===== config.mk =====
export PLATFORM = sky130hd
export DESIGN_NAME = vpu_reduce_ctrl
export DESIGN_NICKNAME = d
export VERILOG_FILES = /design/src/rtl/vpu_pkg.sv /design/src/rtl/vpu_addertree.sv /design/src/rtl/vpu_reduce_ctrl.sv
export SDC_FILE = /design/constraint.sdc
export NUM_CORES = 1
export LEC_CHECK = 0
export BUFFER_PORTS_ARGS = -buffer_cell sky130_fd_sc_hd__buf_2
export CAP_MARGIN = 30
export CELL_PAD_IN_SITES_DETAIL_PLACEMENT = 1
export CELL_PAD_IN_SITES_GLOBAL_PLACEMENT = 1
export CORE_MARGIN = 8
export CORE_UTILIZATION = 42
export CTS_CLUSTER_SIZE = 16
export DETAILED_ROUTE_END_ITERATION = 8
export PLACE_DENSITY_LB_ADDON = 0.1
export SLEW_MARGIN = 20
export SYNTH_ARGS = -nofsm -noshare
export SYNTH_HDL_FRONTEND = slang
export SYNTH_SLANG_ARGS = --single-unit

===== constraint.sdc =====
create_clock -name clk -period 10.95 [get_ports clk]
set_input_delay 0 -clock clk [delete_from_list [all_inputs] [get_ports clk]]
set_output_delay 0 -clock clk [all_outputs]
set_load 0.005 [all_outputs]

===== src/rtl/vpu_pkg.sv =====
// Shared constants and FSM state encoding for the VPU reduction path.
//   VLEN   : chunk width in bits fed to the adder tree
//   SEW    : element / accumulator / result width
//   LEN_W  : width of the chunk-count field
//   LANES  : elements per chunk (power of two, >= 2)
//   STAGES : adder tree latency in cycles
package vpu_pkg;

    localparam int unsigned VLEN   = 128;
    localparam int unsigned SEW    = 32;
    localparam int unsigned LEN_W  = 8;
    localparam int unsigned LANES  = VLEN / SEW;
    localparam int unsigned STAGES = $clog2(LANES);

    typedef enum logic [1:0] {
        IDLE  = 2'd0,
        ISSUE = 2'd1,
        DRAIN = 2'd2,
        DONE  = 2'd3
    } state_e;

endpackage


===== src/rtl/vpu_addertree.sv =====
// Pipelined binary adder tree: sums LANES SEW-bit elements, one register per level.
// Latency is $clog2(LANES) cycles; carries no valid signal and never stalls.
//   clk     : clock
//   rst     : synchronous active-high reset, clears all pipeline registers
//   in_flat : LANES elements, element i at [i*SEW +: SEW]
//   out     : lane sum of the input presented STAGES cycles earlier (wraps mod 2^SEW)
module vpu_addertree #(
    parameter int unsigned LANES = 4,
    parameter int unsigned SEW   = 32
) (
    input  logic                   clk,
    input  logic                   rst,
    input  logic [LANES*SEW-1:0]   in_flat,
    output logic [SEW-1:0]         out
);

    // Heap-indexed nodes: node n sums children 2n and 2n+1; indices >= LANES are the inputs.
    logic [SEW-1:0] node_q [1:LANES-1];

    for (genvar n = 1; n < LANES; n++) begin : g_node
        logic [SEW-1:0] a;
        logic [SEW-1:0] b;

        if (2 * n >= LANES) begin : g_leaf
            assign a = in_flat[(2*n   - LANES)*SEW +: SEW];
            assign b = in_flat[(2*n+1 - LANES)*SEW +: SEW];
        end else begin : g_int
            assign a = node_q[2*n];
            assign b = node_q[2*n+1];
        end

        always_ff @(posedge clk) begin
            if (rst) node_q[n] <= '0;
            else     node_q[n] <= a + b;
        end
    end

    assign out = node_q[1];

endmodule


===== src/rtl/vpu_reduce_ctrl.sv =====
// Sequences a multi-chunk dot-product reduction through the pipelined adder tree and
// accumulates the tree outputs into one SEW-bit result per command.
//   cmd_valid/cmd_ready/cmd_len : command handshake, cmd_len chunks (0 allowed)
//   in_valid/in_ready/in_data   : chunk stream, accepted only while issuing
//   res_valid/res_ready/res_data: result handshake, res_data held until the next command
//   busy                        : high whenever the controller is not idle
module vpu_reduce_ctrl
    import vpu_pkg::*;
(
    input  logic              clk,
    input  logic              rst_n,
    input  logic              cmd_valid,
    output logic              cmd_ready,
    input  logic [LEN_W-1:0]  cmd_len,
    input  logic              in_valid,
    output logic              in_ready,
    input  logic [VLEN-1:0]   in_data,
    output logic              res_valid,
    input  logic              res_ready,
    output logic [SEW-1:0]    res_data,
    output logic              busy
);

    state_e             state_q, state_d;
    logic [LEN_W-1:0]   cnt_q, cnt_d;
    logic [SEW-1:0]     acc_q, acc_d;
    logic [SEW-1:0]     res_q, res_d;
    logic [STAGES-1:0]  vld_q, vld_d;
    logic               cmd_ready_q, in_ready_q, res_valid_q, busy_q;

    logic               hs;
    logic [VLEN-1:0]    tree_in;
    logic [SEW-1:0]     tree_out;

    vpu_addertree #(
        .LANES (LANES),
        .SEW   (SEW)
    ) u_tree (
        .clk     (clk),
        .rst     (~rst_n),
        .in_flat (tree_in),
        .out     (tree_out)
    );

    // Next-state, counter, valid pipe and accumulator.
    always_comb begin
        state_d = state_q;
        cnt_d   = cnt_q;
        acc_d   = acc_q;
        res_d   = res_q;

        // in_ready_q is high exactly in ISSUE, so hs only occurs there.
        hs      = in_valid & in_ready_q;
        tree_in = hs ? in_data : '0;
        vld_d   = STAGES'({vld_q, hs});

        if (vld_q[STAGES-1]) acc_d = acc_q + tree_out;

        case (state_q)
            IDLE: begin
                if (cmd_valid) begin
                    acc_d   = '0;
                    cnt_d   = cmd_len;
                    state_d = (cmd_len == '0) ? DONE : ISSUE;
                end
            end
            ISSUE: begin
                if (hs) begin
                    cnt_d = cnt_q - LEN_W'(1);
                    if (cnt_q == LEN_W'(1)) state_d = DRAIN;
                end
            end
            DRAIN: begin
                // Leave once the pipe empties; the final add lands in the same edge.
                if (vld_d == '0) state_d = DONE;
            end
            DONE: begin
                if (res_ready) state_d = IDLE;
            end
            default: state_d = IDLE;
        endcase

        if (state_d == DONE && state_q != DONE) res_d = acc_d;
    end

    always_ff @(posedge clk or negedge rst_n) begin
        if (!rst_n) begin
            state_q     <= IDLE;
            cnt_q       <= '0;
            acc_q       <= '0;
            res_q       <= '0;
            vld_q       <= '0;
            cmd_ready_q <= 1'b1;
            in_ready_q  <= 1'b0;
            res_valid_q <= 1'b0;
            busy_q      <= 1'b0;
        end else begin
            state_q     <= state_d;
            cnt_q       <= cnt_d;
            acc_q       <= acc_d;
            res_q       <= res_d;
            vld_q       <= vld_d;
            cmd_ready_q <= (state_d == IDLE);
            in_ready_q  <= (state_d == ISSUE);
            res_valid_q <= (state_d == DONE);
            busy_q      <= (state_d != IDLE);
        end
    end

    assign cmd_ready = cmd_ready_q;
    assign in_ready  = in_ready_q;
    assign res_valid = res_valid_q;
    assign res_data  = res_q;
    assign busy      = busy_q;

endmodule


* Yosys cells after proc, flatten, opt, wreduce, memory -nomap -nowiden
Memory sizes are Yosys's and may differ from the RTL's.
Cells that the tools add are included.
** Operators by class
- Add/sub/neg operators :: 5
- Equality and inequality tests :: 9
- Muxes and demuxes :: 19
- Bitwise gates (word level) :: 4
- Reduce and logical (&&, ||, !) cells :: 8
** Operator list (count)
- 32-bit 2-to-1 mux :: 6
- 32-bit adder :: 4
- 128-bit 2-to-1 mux :: 1
- 8-bit 2-to-1 mux :: 2
- 8-bit one-hot mux with 2 select lines :: 1
- 2-bit 2-to-1 mux :: 6
- 8-bit by 1-bit equality test with 1-bit output, second input constant :: 1
- 8-bit zero test :: 1
- 2-bit one-hot mux with 4 select lines :: 1
- 8-bit by 1-bit subtractor with 8-bit output, second input constant :: 1
- 2-bit equality test, second input constant :: 3
- 2-bit zero test :: 3
- 2-bit != test, second input constant :: 3
- 2-bit by 1-bit equality test with 1-bit output, second input constant :: 2
- 2-bit nonzero test :: 2
- 1-bit bitwise OR :: 3
- 3-bit AND reduction :: 1
- 1-bit 2-to-1 mux :: 2
- 1-bit bitwise AND :: 1
- 1-bit logical AND :: 1
** Word-level totals
- Flip-flop bits (word level) :: 80
- RAM bits :: 96
- Word-level logic and storage cells :: 55
- Memories kept :: 1
** Memory list
- u_tree.node_q :: depth 3, bits a word 32, read ports 3, clocked after Yosys merged registers in 0, write ports 3, line vpu_addertree.sv:18 : logic [SEW-1:0] node_q [1:LANES-1];

* Longest topological paths before layout
- Word-level depth :: 6
- Depth in mapped cells :: 14
- Depth with buffers taken out :: 12

* By module
Synthesis repeated with hierarchy kept, for this count alone.
** Unflattened totals
- Cells, all modules :: 1594
- Area, all modules :: 13357.8 um2
** Modules (own cells, without submodules)
- vpu_addertree :: instances 1, cells an instance 874, area each 7295.7 um2, sequential area each 1921.8 um2
- vpu_reduce_ctrl :: instances 1, cells an instance 720, area each 6062.1 um2, sequential area each 2003.2 um2

* Worst setup path after synthesis
No wires, ideal clock.
- Kind :: reg-to-reg
- Start :: register in_ready_q (netlist: in_ready)
- End :: register, netlist name u_tree.node_q[0][120]
- Setup time :: 0.115 ns
- Data arrival time :: 3.483 ns
- Required time :: 10.835 ns
- Slack :: 7.352 ns
- Cell stages (with the launch flop) :: 15
- Buffers on the path :: 2
- Cell sequence :: dfrtp_1 -> clkbuf_1 -> clkbuf_1 -> and3_1 -> ha_1 -> fa_1 -> a211oi_2 -> o21ai_1 -> and4_4 -> o41ai_4 -> a31oi_4 -> nor2b_1 -> a311o_1 -> xor2_1 -> and2_1
** RTL lines
- from (decl) :: line vpu_reduce_ctrl.sv:29 : logic cmd_ready_q, in_ready_q, res_valid_q, busy_q;
- from (signal assigned) :: line vpu_reduce_ctrl.sv:104 : in_ready_q <= (state_d == ISSUE);

==> parameters.txt <==
Parameter                              Value

Critical path
  Critical register-to-register path endpoint    u_tree.node_q[0][92]
  R2r startpoint    in_ready
  Setup crit start kind    flop
  R2r worst-path depth    12
  Category of the worst setup path capture point    flop
  Slack of the worst reg-to-reg path    6810 ps
  Critical path peak fanout    85
  Worst Setup Path Type    flop to flop
  Required time at the endpoint of the critical path    11320 ps
  WP data arrival    4510 ps

Drt
  Wire per inst    17.6 um
  DR pass1 iterations    4
  First-iteration detailed-routing DRC count    480
  Post-detailed-routing wire length    35900 um
  Number of routed nets with antenna violations    0
  Post-route DRC violation count    0
  Via total after detailed routing    11137
  Via density    5.46

Timing
  Aggregate negative setup slack    0 ps
  Fmax    241 MHz
  Hold Vio Cnt, Final    0
  Post-route minimum period    4140 ps
  Final setup vio count    0
  Max-slew violation total from the final report    0
  Transition at the pin with the smallest max-transition slack    800 ps
  Share of the clock period used by the worst path    37.8%
  Worst Skew    12.8 ps
  Unrepaired setup endpoints after global routing    no
  Worst slew margin relative to its limit    46.2%

Hold path
  Depth of the worst hold-timing path    5
  Endpoint of the worst hold path    u_tree.node_q[0][95]
  Worst hold start    in_data[63]
  Class of the most critical hold timing path    input port to flop

Logic synthesis
  Synthesis warning total    0
  Post-synthesis net count    1764
  Proportion of synthesized flip-flops having asynchronous set or reset    45.5%
  Register area share after synthesis    30.6%
  Register bit total from synthesis    176
  Leading register cell type out of synthesis    sky130_fd_sc_hd__dfxtp_1
  Mapped Cells    1493
  Post-synth EDFFs    0
  Avg Inst Size Synth    8.58 um2
  Post-synthesis cell area    0.0128 mm2
  Distinct cells, synth    84

GRT
  Number of antenna violations at the first check in global routing    0
  Vias in the first global route    11673
  Overflow after GRT    0
  First-pass GRT wire length    59300 um
  Largest net degree at the start of global routing    97
  GRT Overall Usage    19.7%

Clock network
  TritonCTS Sinks    176
  Later-pin clock latency in the skew report    440 ps
  TritonCTS clock tree    yes
  Cell chosen for the clock root    sky130_fd_sc_hd__clkbuf_16
  H-tree lvl count    4
  Largest buffer count on any clock path    2
  Clock-pin transition on the worst setup and hold timing paths    70 ps
  Number of clock buffers inserted by TritonCTS    17

Job
  Maximum capacitance violations    0

Placement
  Post-detail-place hpwl    28500 um
  Weighted congestion reported at the end of routability-driven placement    0.876
  Port Buffers    176

Final layout
  Number of antenna repair diodes    0
  Layout overhead on the synthesized area    14.1%
  Fraction of final layout cells sized beyond drive strength 1    16.4%
  Area occupied by multi-input gates    0.00848 mm2
  Count of fill cells added during filler insertion    3637
  Storage cell area    0.00393 mm2
  Commonest cells after routing, fill and taps aside    sky130_fd_sc_hd__buf_2 (175), sky130_fd_sc_hd__nor2_1 (173), sky130_fd_sc_hd__and3_1 (136)
  Utilization after layout    48.2%
  Final #Nets    1903
  Leading cell type in the layout, fill and taps excluded    sky130_fd_sc_hd__buf_2

Die
  Die Y-Extent    191 um
  Width of the chip    191 um
  Number of standard-cell rows in the floorplan    64
  CORE AREA    0.0303 mm2
  Die Footprint    0.0364 mm2
  Initial standard-cell utilization of the core    42.2%
  Boundary pin count    177

Power and ir drop
  Largest vdd supply drop    109 uV
  Power density of the placed cells    176 mW/mm2
  Leakage power figure    7.82 nW

Outcome
  Outcome    finished clean
-- final cells by class --
class	count	share of cell area (%)
well taps	396	3.39
inverters	33	0.847
repair buffers	194	7.15
flip-flops and latches	176	26.8
clock buffers	19	3.10
multi-input cells	1210	58.0
clock inverters	13	0.676
-- sequential cells by signal (all words and copies together) (netlist names) --
| register | cells |
|---|---|
| u_tree.node_q | 96 |
| vld_q | 2 |
| in_ready | 1 |
| busy | 1 |
| res_data | 32 |
| res_valid | 1 |
| acc_q | 32 |
| cnt_q | 8 |
| state_q | 2 |
| cmd_ready | 1 |
-- per-layer routing --
metal	GRT usage [%]	routed length, um	vias to the layer above
met4	5.10	494	0
met1	27.8	18700	5227
met5	0	0	-
met3	3.46	1140	30
li1	-	-	5712
met2	30.8	15500	168
-- how the worst max path moves through the flow --
stage	startpoint	endpoint	cells past startpoint
6_report	in_ready	u_tree.node_q[0][92]	12
5_1_grt	in_ready	u_tree.node_q[0][92]	12
4_1_cts	in_ready	u_tree.node_q[0][93]	12
3_5_place_dp	in_ready	u_tree.node_q[0][93]	12
3_3_place_gp	in_ready	u_tree.node_q[0][93]	12
2_1_floorplan	in_ready	u_tree.node_q[0][120]	14
-- synth_stat cells, drive strengths merged, types with 5 or more instances --
cell type  instances  area (um2)
nor2             173         649
and3             137         858
ha               126        1580
a21oi             98         498
dfxtp             96        1920
o21ai             90         458
a21o              79         594
dfrtp             79        1980
clkbuf            69         259
nand2             68         258
xnor2             54         473
xor2              45         394
inv               33         124
mux2i             32         320
a211oi            26         210
nand3             25         125
a31oi             21         168
nand4             21         131
nor3              20         105
mux2              19         214
nand2b            18         113
o21a              17         128
and2              15        93.8
o21bai            14         105
nor2b             10        62.6
a211o              6        52.6
o211ai             6        45.0
a21boi             5        37.5
buf                5        27.5
nor4               5        31.3
o221ai             5        43.8
or3                5        32.5
-- timing repair --
action / 4_1_cts / 5_1_grt
hold buffers: 11 / 0
endpoints found under the hold margin: 29 / 0
buffers inserted: 0 / 0
resized for setup: 0 / 0
-- cells by family after synthesis --
group                      after synthesis  share of synthesized area [%]
xor gates and xnor gates                99                           6.77
and+or+nand+nor                        518                           20.5
DFF                                    176                           30.6
buffers and inverters                  107                           3.20
adders and majority gates              130                           12.9
AOI/OAI and AO/OA                      412                           21.8
muxes                                   51                           4.17
-- where the power goes --
part	total (mW)	switching [mW]	internal (mW)
registers	0.932	0.122	0.810
logic	1.06	0.630	0.427
clock network	0.578	0.271	0.307
total	2.57	1.02	1.54
-- metrics by stage --
stage / area [um2] / setup WS, ps / hold slack [ps] / power, mW / cells
6_report: 14600 / 6810 / 26.0 / 2.57 / 2041
3_3_place_gp: 14000 / 7060 / -7.89 / 1.97 / 1998
3_5_place_dp: 14000 / 6850 / -4.72 / 2.00 / 1998
2_1_floorplan: 12800 / 7350 / -296 / 1.68 / 1493
4_1_cts: 14600 / 6830 / 3.94 / 2.60 / 2041
5_1_grt: 14600 / 6520 / 28.7 / 2.77 / 2041
-- worst max-delay path: stages (launching register included) --
cell and delay (ps):
sky130_fd_sc_hd__dfrtp_2 720, sky130_fd_sc_hd__buf_4 570, sky130_fd_sc_hd__and3_1 270, sky130_fd_sc_hd__ha_1 230
sky130_fd_sc_hd__and4_1 250, sky130_fd_sc_hd__nor3b_1 200, sky130_fd_sc_hd__o31ai_1 140, sky130_fd_sc_hd__a31oi_1 270
sky130_fd_sc_hd__nor2_1 130, sky130_fd_sc_hd__o31ai_1 510, sky130_fd_sc_hd__a21boi_0 250, sky130_fd_sc_hd__o21bai_1 240
sky130_fd_sc_hd__mux2i_1 230
Power figures use the tool's default switching activity.
